**config.mk**
```make
export PLATFORM = sky130hd
export DESIGN_NAME = neuron_mac_seq_flat
export DESIGN_NICKNAME = d
export VERILOG_FILES = /design/src/rtl/neuron_mac_seq_pkg.sv /design/src/rtl/neuron_mac_seq_if.sv /design/src/rtl/neuron_mac_seq_mac.sv /design/src/rtl/neuron_mac_seq.sv /design/src/flat_wrapper.sv
export SDC_FILE = /design/constraint.sdc
export NUM_CORES = 1
export LEC_CHECK = 0
export CORE_MARGIN = 4
export CORE_UTILIZATION = 50
export CTS_BUF_LIST = sky130_fd_sc_hd__clkbuf_8
export DETAILED_ROUTE_END_ITERATION = 8
export PLACE_DENSITY = 0.69
export SLEW_MARGIN = 40
export SYNTH_ARGS = -nofsm -noshare
export SYNTH_HDL_FRONTEND = slang
export SYNTH_SLANG_ARGS = --single-unit
```
**constraint.sdc**
```tcl
create_clock -name clk -period 25 [get_ports clk]
set_clock_uncertainty 0.15 [all_clocks]
set_input_delay 6.25 -clock clk [delete_from_list [all_inputs] [get_ports clk]]
set_output_delay 6.25 -clock clk [all_outputs]
set_load 0.01 [all_outputs]
```
**src/rtl/neuron_mac_seq_pkg.sv**
```systemverilog
// Shared width defaults and FSM state type for the sequential neuron.
package neuron_pkg;
    localparam int PIX_W_DEF = 9;
    localparam int W_W_DEF   = 8;
    localparam int ACC_W_DEF = 32;

    typedef enum logic [0:0] {
        ACCUM = 1'b0,
        HOLD  = 1'b1
    } state_t;
endpackage

```
**src/rtl/neuron_mac_seq_if.sv**
```systemverilog
// Operand stream and result port of neuron_mac_seq; master drives operands, slave is the neuron.
interface neuron_mac_seq_if
    import neuron_pkg::*;
#(
    parameter int PIX_W = PIX_W_DEF,
    parameter int W_W   = W_W_DEF,
    parameter int ACC_W = ACC_W_DEF
);
    logic                    in_valid;
    logic                    in_ready;
    logic signed [PIX_W-1:0] pixel;
    logic signed [W_W-1:0]   weight;
    logic signed [W_W-1:0]   bias;
    logic                    out_valid;
    logic                    out_ready;
    logic signed [ACC_W-1:0] out_data;
    logic                    busy;

    modport master (
        output in_valid, pixel, weight, bias, out_ready,
        input  in_ready, out_valid, out_data, busy
    );

    modport slave (
        input  in_valid, pixel, weight, bias, out_ready,
        output in_ready, out_valid, out_data, busy
    );
endinterface

```
**src/rtl/neuron_mac_seq_mac.sv**
```systemverilog
// Combinational multiply-accumulate: acc + sign-extended full-width pixel*weight.
module neuron_mac
    import neuron_pkg::*;
#(
    parameter int PIX_W = PIX_W_DEF,
    parameter int W_W   = W_W_DEF,
    parameter int ACC_W = ACC_W_DEF
) (
    input  logic signed [ACC_W-1:0] acc_i,
    input  logic signed [PIX_W-1:0] pixel_i,
    input  logic signed [W_W-1:0]   weight_i,
    output logic signed [ACC_W-1:0] sum_o
);
    logic signed [PIX_W+W_W-1:0] prod;

    assign prod  = pixel_i * weight_i;
    assign sum_o = acc_i + ACC_W'(prod);
endmodule

```
**src/rtl/neuron_mac_seq.sv**
```systemverilog
// Sequential neuron: one MAC per accepted beat, bias on the last beat, valid/ready result.
// Optional NEURON_RELU_EN clamps negative results to zero.
module neuron_mac_seq
    import neuron_pkg::*;
#(
    parameter int N_INPUTS = 256,
    parameter int PIX_W    = PIX_W_DEF,
    parameter int W_W      = W_W_DEF,
    parameter int ACC_W    = ACC_W_DEF
) (
    input logic             clk,
    input logic             rst_n,
    neuron_mac_seq_if.slave bus
);
    localparam int             CNT_W    = $clog2(N_INPUTS);
    localparam logic [CNT_W-1:0] CNT_LAST = CNT_W'(N_INPUTS - 1);

    state_t                  state_q, state_d;
    logic [CNT_W-1:0]        cnt_q, cnt_d;
    logic signed [ACC_W-1:0] acc_q, acc_d;
    logic signed [ACC_W-1:0] out_q, out_d;
    logic signed [ACC_W-1:0] mac_sum;
    logic signed [ACC_W-1:0] biased;
    logic signed [ACC_W-1:0] result;
    logic                    beat;

    function automatic logic signed [ACC_W-1:0] relu(input logic signed [ACC_W-1:0] x);
        return x[ACC_W-1] ? '0 : x;
    endfunction

    neuron_mac #(
        .PIX_W (PIX_W),
        .W_W   (W_W),
        .ACC_W (ACC_W)
    ) u_mac (
        .acc_i    (acc_q),
        .pixel_i  (bus.pixel),
        .weight_i (bus.weight),
        .sum_o    (mac_sum)
    );

    assign beat   = bus.in_valid && (state_q == ACCUM);
    assign biased = mac_sum + ACC_W'(bus.bias);

`ifdef NEURON_RELU_EN
    assign result = relu(biased);
`else
    assign result = biased;
`endif

    always_comb begin
        state_d = state_q;
        cnt_d   = cnt_q;
        acc_d   = acc_q;
        out_d   = out_q;
        case (state_q)
            ACCUM: begin
                if (beat) begin
                    if (cnt_q == CNT_LAST) begin
                        out_d   = result;
                        acc_d   = '0;
                        cnt_d   = '0;
                        state_d = HOLD;
                    end else begin
                        acc_d = mac_sum;
                        cnt_d = cnt_q + 1'b1;
                    end
                end
            end
            HOLD: begin
                // Result stays frozen until the consumer takes it.
                if (bus.out_ready) state_d = ACCUM;
            end
            default: state_d = ACCUM;
        endcase
    end

    always_ff @(posedge clk) begin
        if (!rst_n) begin
            state_q <= ACCUM;
            cnt_q   <= '0;
            acc_q   <= '0;
            out_q   <= '0;
        end else begin
            state_q <= state_d;
            cnt_q   <= cnt_d;
            acc_q   <= acc_d;
            out_q   <= out_d;
        end
    end

    assign bus.in_ready  = (state_q == ACCUM);
    assign bus.out_valid = (state_q == HOLD);
    assign bus.out_data  = out_q;
    assign bus.busy      = (state_q == HOLD) || (cnt_q != '0);
endmodule

```
**src/flat_wrapper.sv**
```systemverilog
// flat-port wrapper written by rule: the top's interface ports become plain ports
module neuron_mac_seq_flat import neuron_pkg::*;
#(
    parameter int N_INPUTS = 256,
    parameter int PIX_W    = PIX_W_DEF,
    parameter int W_W      = W_W_DEF,
    parameter int ACC_W    = ACC_W_DEF
)
  (clk, rst_n, bus_in_valid, bus_pixel, bus_weight, bus_bias, bus_out_ready, bus_in_ready, bus_out_valid, bus_out_data, bus_busy);
  neuron_mac_seq_if #(.PIX_W(PIX_W), .W_W(W_W), .ACC_W(ACC_W)) bus_i ();
  input logic clk;
  input logic rst_n;
  input wire logic [$bits(bus_i.in_valid)-1:0] bus_in_valid;
  input wire logic [$bits(bus_i.pixel)-1:0] bus_pixel;
  input wire logic [$bits(bus_i.weight)-1:0] bus_weight;
  input wire logic [$bits(bus_i.bias)-1:0] bus_bias;
  input wire logic [$bits(bus_i.out_ready)-1:0] bus_out_ready;
  output wire logic [$bits(bus_i.in_ready)-1:0] bus_in_ready;
  output wire logic [$bits(bus_i.out_valid)-1:0] bus_out_valid;
  output wire logic [$bits(bus_i.out_data)-1:0] bus_out_data;
  output wire logic [$bits(bus_i.busy)-1:0] bus_busy;
  assign bus_i.in_valid = bus_in_valid;
  assign bus_i.pixel = bus_pixel;
  assign bus_i.weight = bus_weight;
  assign bus_i.bias = bus_bias;
  assign bus_i.out_ready = bus_out_ready;
  assign bus_in_ready = bus_i.in_ready;
  assign bus_out_valid = bus_i.out_valid;
  assign bus_out_data = bus_i.out_data;
  assign bus_busy = bus_i.busy;
  neuron_mac_seq #(.N_INPUTS(N_INPUTS), .PIX_W(PIX_W), .W_W(W_W), .ACC_W(ACC_W)) u_core (.clk(clk), .rst_n(rst_n), .bus(bus_i));
endmodule
```
### Word level (Yosys, flattened, before mapping)

Cells that the tools add are included.

* bits in registers: 73
* bits in latches: 0
* RAM bits: 0
* bits in read-only memories: 0
* output and inout port bits: 35
* word-level logic and storage cells: 21
* memories: 0

* $add $sub $neg: 3
* $mul: 1
* div/mod/pow operators: 0
* magnitude comparators: 0
* equality and inequality tests: 1
* shift-type cells: 0
* mux-type cells: 6
* bitwise gates (word level): 1
* reduce and logical (&&, ||, !) cells: 5

Operators by type and width (count)
* $add A32 B17 Y32: 1
* $add A32 B8 Y32: 1
* $mux W32: 1
* $mul A9 B8 Y17: 1
* $add A8 B1 Y8 const B: 1
* $eq A8 B8 Y1 const B: 1
* $mux W8: 1
* $reduce_bool A8 Y1: 1
* $mux W1: 3
* $reduce_and A3 Y1: 1
* $pmux W1 S2: 1
* $reduce_and A2 Y1: 1
* $logic_and A1 B1 Y1: 1
* $logic_or A1 B1 Y1: 1
* $not A1 Y1: 1

### Depth between registers and ports, before layout

* word-level depth: 4
* gate-level depth with buffers: 34
* mapped depth without buffers: 33

### Hierarchy

From an unflattened synthesis, not the netlist that was laid out.

* cells, all modules: 1098
* area, all modules: 9978.3 µm²

By module, submodules not included
* neuron_mac: times used 1, cells each 563, area each 5585.4 µm²
* neuron_mac_seq: times used 1, cells each 535, area each 4393.0 µm²

### Worst setup path after synthesis

No wires, ideal clock.

* kind: input-to-reg
* start point: input bus_weight[0]
* end point: register u_core.out_q[30] (netlist: u_core.bus.out_data[30])
* library setup time: 0.121 ns
* data arrival time: 13.428 ns
* required time: 24.729 ns
* setup slack: 11.301 ns
* stages: 28
* buffers on the path: 2
* cells stage by stage: clkbuf_1 > and2_1 > fa_1 > fa_1 > fa_1 > fa_1 > ha_1 > ha_1 > nand4_1 > o211ai_1 > and3b_1 > a221oi_2 > o21ai_0 > nand2b_1 > a21oi_1 > xnor2_1 > ha_1 > clkbuf_1 > a21o_1 > a21o_1 > a21oi_1 > o21ai_0 > a21oi_1 > a21oi_1 > a2111oi_2 > a21oi_1 > xnor2_1 > o21ai_0

* longest elaborated chain between the ends: 3

RTL lines
* start: declaration: RTL line flat_wrapper.sv:15 `input wire logic [$bits(bus_i.weight)-1:0] bus_weight;`
* $mul A9 B8 Y17: RTL line neuron_mac_seq_mac.sv:16 `assign prod = pixel_i * weight_i;`
* $add A32 B17 Y32: RTL line neuron_mac_seq_mac.sv:17 `assign sum_o = acc_i + ACC_W'(prod);`
* $add A32 B8 Y32: RTL line neuron_mac_seq.sv:43 `assign biased = mac_sum + ACC_W'(bus.bias);`
* end signal: assignment: RTL line neuron_mac_seq.sv:88 `out_q <= out_d;`
* end: declaration: RTL line neuron_mac_seq.sv:21 `logic signed [ACC_W-1:0] out_q, out_d;`

Every way passes these cells.
A chain may end at the register's enable or synchronous reset.

### Worst setup path in the final report

* start point: input bus_weight[2]
* end point: register u_core.out_q[30] (netlist: u_core.bus.out_data[30])

The elaborated chain is that of the path after synthesis.

==> impl_metrics.json <==
{
  "timing.fmax_mhz": 71.07,
  "dieWidth_um": 147.0,
  "routed_wl_um": 21820,
  "synth_area_per_cell_um2": 9.078,
  "hold_path_startpoint": "u_core.bus.out_data[13]",
  "grt_antenna_before_repair": 0,
  "syn-num-nets": 1340,
  "path_class": "input port to register",
  "hold_buffers": 0,
  "cts_resized": 0,
  "root_buffer": "clkbuf_8",
  "fp.coreArea_um2": 18830,
  "clockBufferDepth": 2,
  "wl_per_cell_um": 15.79,
  "cts.sinks": 73,
  "ys_ff_latch": 73,
  "viasPerCell": 5.413,
  "rr_worst_depth": 29,
  "clk_pin_slew_ps": 90,
  "fin_ws_ps": 10930,
  "async_flop_share": 0,
  "ant_nets": 0,
  "period_minus_slack_ps": 14070,
  "finalSetupViolCount": 0,
  "gr-total-overflow": 0,
  "grt_pass1_vias": 7788,
  "hold_depth": 2,
  "hold_violations": 0,
  "first_pass_iters": 5,
  "first_iter_violations": 328,
  "drv_slew": 0,
  "multi_input_area_um2": 7634,
  "grt_util_all_layers": 0.2135,
  "status": "completed",
  "syn_inst": 1064,
  "fillCellCount": 1708,
  "regArea_um2": 1461,
  "synthToLayoutAreaGrowth_pct": 11.48,
  "rsz0062_at_grt": "false",
  "io_buffer_count": 63,
  "grt_pass1_wl_um": 38510,
  "mostFrequentLayoutCells": "fa_1 (140), inv_1 (122), nand2_1 (107), ha_1 (107), a21oi_1 (79)",
  "ys_seq_area_frac": 0.1513,
  "drc": 0,
  "synth_flop_cell": "dfxtp_1",
  "crit_required_ps": 25170,
  "fin_tns_setup_ps": 0,
  "grt_max_degree": 46,
  "die_y_um": 147.0,
  "cp-end-kind": "register",
  "drive_gt1_frac": 0.03743,
  "crit_arrival_ps": 14240,
  "dieArea_um2": 21610,
  "timing.slew.headroom": 0.5221,
  "cp-start-kind": "input port",
  "cts_made_buffers": 9,
  "hold_path_class": "register to register",
  "routabilityCongestion": 0.8642,
  "antenna_cells": 0,
  "max_cap_violations": 0,
  "worst_pin_slew_ps": 714.6,
  "io_pins": 64,
  "worstPathMaxFanout": 9,
  "htreeDepth": 3,
  "num_vias": 7481,
  "fin_nets": 1394,
  "dpl.hpwl_um": 17960,
  "cts_tree": "done",
  "dp_worst_setup_slack_ps": 10550,
  "start_util": 0.5130,
  "final_common_cell": "fa_1",
  "reg2reg_from": "u_core.acc_q[6]",
  "yosys_warnings": 0,
  "fin_crit_sh": 0.5628,
  "post_cts_buffers": 0,
  "synth_area_um2": 9659,
  "rows": 50,
  "synth_edf_count": 0,
  "crit_start": "bus_weight[2]",
  "synth.distinct_cells": 65,
  "clkLatencyLatePin_ps": 370
}
worst paths after layout:
kind                                  end  slack [ps]
setup / recovery  u_core.bus.out_data[30]       10930
setup reg to reg  u_core.bus.out_data[31]       17740
hold reg to reg   u_core.bus.out_data[13]         300
hold / removal    u_core.bus.out_data[13]         300
flip-flops by register name (all words and copies together), names as in the netlist:
name,flops
u_core.acc_q,32
u_core.bus.out_data,32
u_core.bus.out_valid,1
u_core.cnt_q,8
area by class of cell:
cell class,count,area share
Timing Repair Buffer,71,0.06414
Tap cell,260,0.03021
Multi-Input combinational cell,839,0.7089
Sequential cell,73,0.1357
Inverter,124,0.04323
Clock buffer,9,0.01150
Clock inverter,6,0.006275
synthesized netlist by cell type, types with 4 or more instances:
| cell type | instances | area, µm² |
|---|---|---|
| a22oi_1 | 24 | 180.2 |
| o21bai_1 | 7 | 52.55 |
| nand2_1 | 107 | 401.6 |
| nor3_1 | 9 | 45.04 |
| clkbuf_1 | 24 | 90.09 |
| xor2_1 | 19 | 166.4 |
| a31oi_1 | 4 | 25.02 |
| inv_1 | 122 | 457.9 |
| a211oi_1 | 8 | 60.06 |
| dfxtp_1 | 73 | 1461 |
| o211ai_1 | 11 | 82.58 |
| ha_1 | 107 | 1339 |
| and3_1 | 8 | 50.05 |
| nand4_1 | 16 | 100.1 |
| nor2_1 | 76 | 285.3 |
| a21o_1 | 30 | 225.2 |
| and2_1 | 43 | 269.0 |
| or3_1 | 5 | 31.28 |
| nor2b_1 | 4 | 25.02 |
| o21ai_0 | 21 | 105.1 |
| a21oi_1 | 79 | 395.4 |
| xnor2_1 | 42 | 367.9 |
| fa_1 | 140 | 2803 |
| nand2b_1 | 9 | 56.30 |
| nand3_1 | 17 | 85.08 |
| o21a_1 | 4 | 30.03 |
critical path, cell delays in order:
cell             delay, ps
clkdlybuf4s50_1        670
nand2_1                220
fa_1                   690
fa_1                   900
inv_1                  350
fa_1                   580
fa_1                   410
ha_1                   280
ha_1                   360
and2_4                 200
a21oi_4                 60
and3b_1                200
a221oi_2               350
o21ai_0                130
nand2b_1                80
a21oi_1                 70
xnor2_1                240
ha_1                   370
a21o_1                 230
a21o_1                 170
a21oi_1                120
o21ai_0                110
a21oi_1                190
a21oi_1                100
a2111oi_2              460
a21oi_1                140
xnor2_1                140
o21ai_0                130
per-stage QoR:
stage	util	hold WS [ps]	instance area (µm²)	instances
6_report	0.5718	304.8	10770	1382
5_1_grt	0.5718	318.6	10770	1382
4_1_cts	0.5718	308.3	10770	1382
3_5_place_dp	0.5617	296.3	10580	1367
3_3_place_gp	0.5617	288.3	10580	1367
2_1_floorplan	-	298.8	9659	1064
cell families after synthesis:
| family | count (synthesis) | synth area share |
|---|---|---|
| AO/OA/AOI/OAI | 222 | 0.1539 |
| XOR/XNOR | 61 | 0.05531 |
| adder cells (fa/ha/maj) | 247 | 0.4288 |
| buffers and inverters | 152 | 0.05933 |
| flip-flops | 73 | 0.1513 |
| multiplexers | 1 | 0.001036 |
| AND/OR/NAND/NOR | 308 | 0.1504 |
routing by layer:
metal  up-vias  GRT usage  part of all wire
li1       3672          -                 -
met3        25    0.03640             0.039
met4         0    0.04473             0.017
met2       140     0.3655              0.50
met5         -          0                 0
met1      3644     0.2868              0.45
Power is not shown: default switching activity piles up to over one toggle a cycle in this logic, so the estimate is an artifact.
==> patch 1 (same flow settings) <==
The option `NEURON_RELU_EN` is turned on by a define.
--- a/src/rtl/neuron_mac_seq.sv
+++ b/src/rtl/neuron_mac_seq.sv
@@ -1,5 +1,7 @@
 // Sequential neuron: one MAC per accepted beat, bias on the last beat, valid/ready result.
 // Optional NEURON_RELU_EN clamps negative results to zero.
+`define NEURON_RELU_EN
+
 module neuron_mac_seq
     import neuron_pkg::*;
 #(
Behaviour: same outputs for any inputs over 10 cycles, from zero or initial values and one cycle with rst_n low; that may be too few to reach the edited logic, so the function may still have changed.
==> patch 1 against the original RTL <==
Synthesized cell count fell by 4.5%. Core utilization fell by 0.22 points. Routed wire length decreased by 5.5%. Count of clock-buffer cells in the layout up 1. Worst setup slack lost 560 ps. Final area shrank 0.38%. Area after synthesis down 0.14%. Sequential cell count fell by 1. Critical path depth decreased by 1. Register-to-register slack lost 680 ps. Critical path type unchanged. Critical endpoint is now u_core.bus.out_data[22]. Largest cell class unchanged. Highest routed layer unchanged.
Power is left out: the tool's default activity adds up to more than one toggle a clock period on the data nets, which glitch-free logic cannot reach.
==> patch 1: results (changes against the original RTL) <==
GPL Wtd Cong 0.8978 (+3.9%); Arr. time, crit path 14,770 ps (+530 ps); total number of vias 7,220 (-3.5%); hold_sp u_core.bus.out_data[11]; most frequent cells after synthesis fa_1 (140), inv_1 (126), ha_1 (104); reg2reg start u_core.acc_q[6]; Syn Nets 1,289 (-3.8%); vias in the first global route 7,369 (-5.4%); CP peak stage delay 700 ps (-200 ps); sequential area share after synthesis 14.94% (-0.19 points); total track usage 19.90% (-1.5 points); Port Buffer Count 62 (-1.6%); Worst Hold Path EP u_core.bus.out_data[11]; Hold Path Stages 1 (-1); first-pass GRT wire length 35,890 um (-6.8%); pins over their slew limit 0 (unchanged); Post-Route WL 20,630 um (-5.5%); R2R cell count 26 (-10%); setup slack, reg-to-reg 17,060 ps (-680 ps); critical path fanouts, max 29 (+20); share of cells above drive strength 1 3.172% (-0.57 points); status complete, no violations; Slew @ Worst Pin 695.8 ps (-18.89 ps); clk_lat worst skew 350 ps (-20 ps); Largest delay share family, worst path adder cells; Filler Cells Inserted 1,730 (+1.3%); largest net degree at the start of global routing 41 (-11%); FF-to-FF End u_core.bus.out_data[22]; Area contributors post-synth fa_1 (29%), dfxtp_1 (15%), ha_1 (13%), inv_1 (4.9%), xnor2_1 (3.5%); placed wire-length estimate 17,320 um (-3.6%); DRT iter0 DRCs 456 (+39%); Slowest cell on crit path clkdlybuf4s50_1
## patch 1: cells by family after synthesis
kind of cell,after synthesis,synth area share [%]
AOI/OAI and AO/OA,227,16.84
xor gates and xnor gates,61,5.850
adders and majority gates,244,42.55
buffers and inverters,155,6.239
DFF,72,14.94
muxes,3,0.3373
other,1,0.03888
and+or+nand+nor,253,13.21
## patch 1: cell type report
class,instances,share of cell area [%]
clock buffers,10,1.283
clock inverters,6,0.5482
inverters,127,4.444
multi-input cells,789,71.05
flip-flops and latches,72,13.44
well taps,260,3.033
repair buffers,68,6.206
## patch 1: worst max-delay path by stage
stage | to | slack, ps | start | depth (start not counted)
final | u_core.bus.out_data[22] | 10370 | bus_weight[0] | 27
after global routing | u_core.bus.out_data[2] | 9810 | bus_weight[0] | 27
after CTS | u_core.bus.out_data[22] | 10390 | bus_weight[0] | 27
after detailed placement | u_core.bus.out_data[11] | 10070 | bus_weight[0] | 27
after global placement | u_core.bus.out_data[11] | 9730 | bus_weight[0] | 27
after floorplan | u_core.bus.out_data[18] | 10830 | bus_weight[0] | 30
## patch 1: through the flow
step	util (%)	worst slack [ps]	cells	hold WS (ps)	cell area [um2]
6_report	56.96	10370	1332	328.2	10730
5_1_grt	56.96	9815	1332	345.1	10730
4_1_cts	56.96	10390	1332	328.2	10730
3_5_place_dp	55.92	10070	1316	308.7	10530
3_3_place_gp	55.87	9726	1316	301.5	10520
2_1_floorplan	-	10830	1016	291.0	9646
## patch 1: routing by layer
layer	wire length, um	track usage [%]	vias up	part of all wire [%]
met5	0	0	-	0
met4	289	3.262	0	1.4
met3	618	2.992	26	3.0
met2	10420	35.12	120	51
met1	9293	26.47	3528	45
li1	-	-	3546	-
==> patch 2 (same settings) <==
Without the edit above. Make the reset (`rst_n`) asynchronous in one clocked block.
--- a/src/rtl/neuron_mac_seq.sv
+++ b/src/rtl/neuron_mac_seq.sv
@@ -75,7 +75,7 @@
         endcase
     end
 
-    always_ff @(posedge clk) begin
+    always_ff @(posedge clk or negedge rst_n) begin
         if (!rst_n) begin
             state_q <= ACCUM;
             cnt_q   <= '0;
Behaviour: differs if rst_n is asserted again (counterexample within 4 cycles, from zero or initial values and one cycle with rst_n low); with rst_n held inactive, the same outputs for 10 cycles.
==> patch 2 against the original RTL <==
Area after synthesis grew 0.22%. Sequential cell count stayed put. Maximum frequency fell by 0.78%. Final area up 0.37%. Final cell count shrank 5.8%. Count of clock-buffer cells in the layout grew 1. Routed wire length down 3.8%. Worst setup slack worse by 110 ps. Critical path type unchanged. Core utilization about the same. Non-clock buffer count decreased by 2.
Power is not shown: default switching activity piles up to over one toggle a cycle in this logic, so the estimate is an artifact.
==> patch 2: results (changes against the original RTL) <==
Worst Hold Path EP u_core.bus.out_data[12]; pins over their slew limit 0 (unchanged); setup slack, reg-to-reg 17,360 ps (-380 ps); most frequent cells after synthesis fa_1 (140), inv_1 (118), ha_1 (107); Post-Route WL 21,000 um (-3.8%); CTS resizes 0 (unchanged); CP Class in -> reg; Port Buffer Count 63 (unchanged); clk_lat worst skew ~380 ps; clk slew on worst S/H paths 90 ps (about the same); share of cells above drive strength 1 4.798% (+1.1 points); total track usage 20.52% (-0.84 points); Synth warnings 0 (unchanged); Clock Path Buffers 2 (unchanged); CTS buffer count 9 (unchanged); Filler Cells Inserted 1,703 (-0.29%); initial antenna violation count 0 (unchanged); vias in the first global route 7,298 (-6.3%); Slowest cell on crit path fa_1; Area contributors post-synth fa_1 (29%), dfrtp_1 (19%), ha_1 (14%), inv_1 (4.6%), nand2_1 (4.0%); Tightest Hold Check Type reg -> reg; Setup Buffers After CTS 0 (unchanged); nets 1,313 (-5.8%); syn_area_per_cell 9.898 um2 (+9.0%); R2R cell count 31 (+6.9%); Slew HR 53.79% (+1.6 points); Largest delay share family, worst path adder cells; status complete, no violations; critical path fanouts, max 9 (unchanged); drt pass-1 iters 5 (unchanged); CTS root buf clkbuf_8; DRT iter0 DRCs 275 (-16%); vias per cell 5.347 (-1.2%); Synth Flop Type dfrtp_1; DP Area 10,600 um2 (+0.18%); largest net degree at the start of global routing 74 (+61%); Hold Path Stages 2 (unchanged); number of inserted diodes 0 (unchanged); htree depth 3 (unchanged); sequential area share after synthesis 18.87% (+3.7 points); hold_sp u_core.bus.out_data[12]; Arr. time, crit path 14,300 ps (+60 ps); total number of vias 6,962 (-6.9%); reg2reg start u_core.acc_q[4]; GPL Wtd Cong 0.8973 (+3.8%); asr flop ratio synth 100.0% (+100 points); Synth cell types 61 (-6.2%); placed wire-length estimate 17,260 um (-3.9%); crit path from bus_weight[2]; first-pass GRT wire length 36,390 um (-5.5%); CP peak stage delay 900 ps (about the same); FF-to-FF End u_core.bus.out_data[31]
-- patch 2: cell count changes after synthesis, sizes merged, moves of 23 or more --
cell / before / now
a22o: 1 / 24
a21oi: 80 / 49
dfrtp: 0 / 73
o21ai: 25 / 66
nor2: 77 / 44
dfxtp: 73 / 0
a22oi: 24 / 1
-- patch 2: cell type report --
cell class / instances / area, um2 / share of cell area (%)
multi-input cells: 765 / 7320 / 67.72
inverters: 119 / 446.7 / 4.133
clock inverters: 6 / 75.07 / 0.6946
flip-flops and latches: 73 / 1827 / 16.90
clock buffers: 10 / 137.6 / 1.273
repair buffers: 69 / 676.9 / 6.263
well taps: 260 / 325.3 / 3.010
-- patch 2: through the flow --
stage	hold slack, ps	worst slack [ps]	utilization [%]
after floorplan	320.4	10990	-
after global placement	303.4	10610	56.01
after global routing	344.5	10360	57.21
after CTS	333.5	10860	57.21
after detailed placement	314.0	10490	56.08
final	328.8	10820	57.21
-- patch 2: cells by family (layout without fill, tap and decap cells) --
| group | after synthesis | after routing | synth area share [%] |
|---|---|---|---|
| multiplexers | 1 | 1 | 0.1034 |
| AO/OA/AOI/OAI | 219 | 219 | 15.51 |
| AND/OR/NAND/NOR | 240 | 240 | 11.79 |
| flip-flops | 73 | 73 | 18.87 |
| buffers and inverters | 140 | 204 | 5.700 |
| adder cells (fa/ha/maj) | 247 | 247 | 42.78 |
| XOR/XNOR | 58 | 58 | 5.248 |
-- patch 2: metal layers --
metal | vias up | share of wire, % | track usage [%]
met4 | 0 | 1.7 | 4.520
met1 | 3425 | 44 | 27.23
met5 | - | 0 | 0
met2 | 117 | 51 | 36.06
li1 | 3389 | - | -
met3 | 31 | 3.1 | 2.745
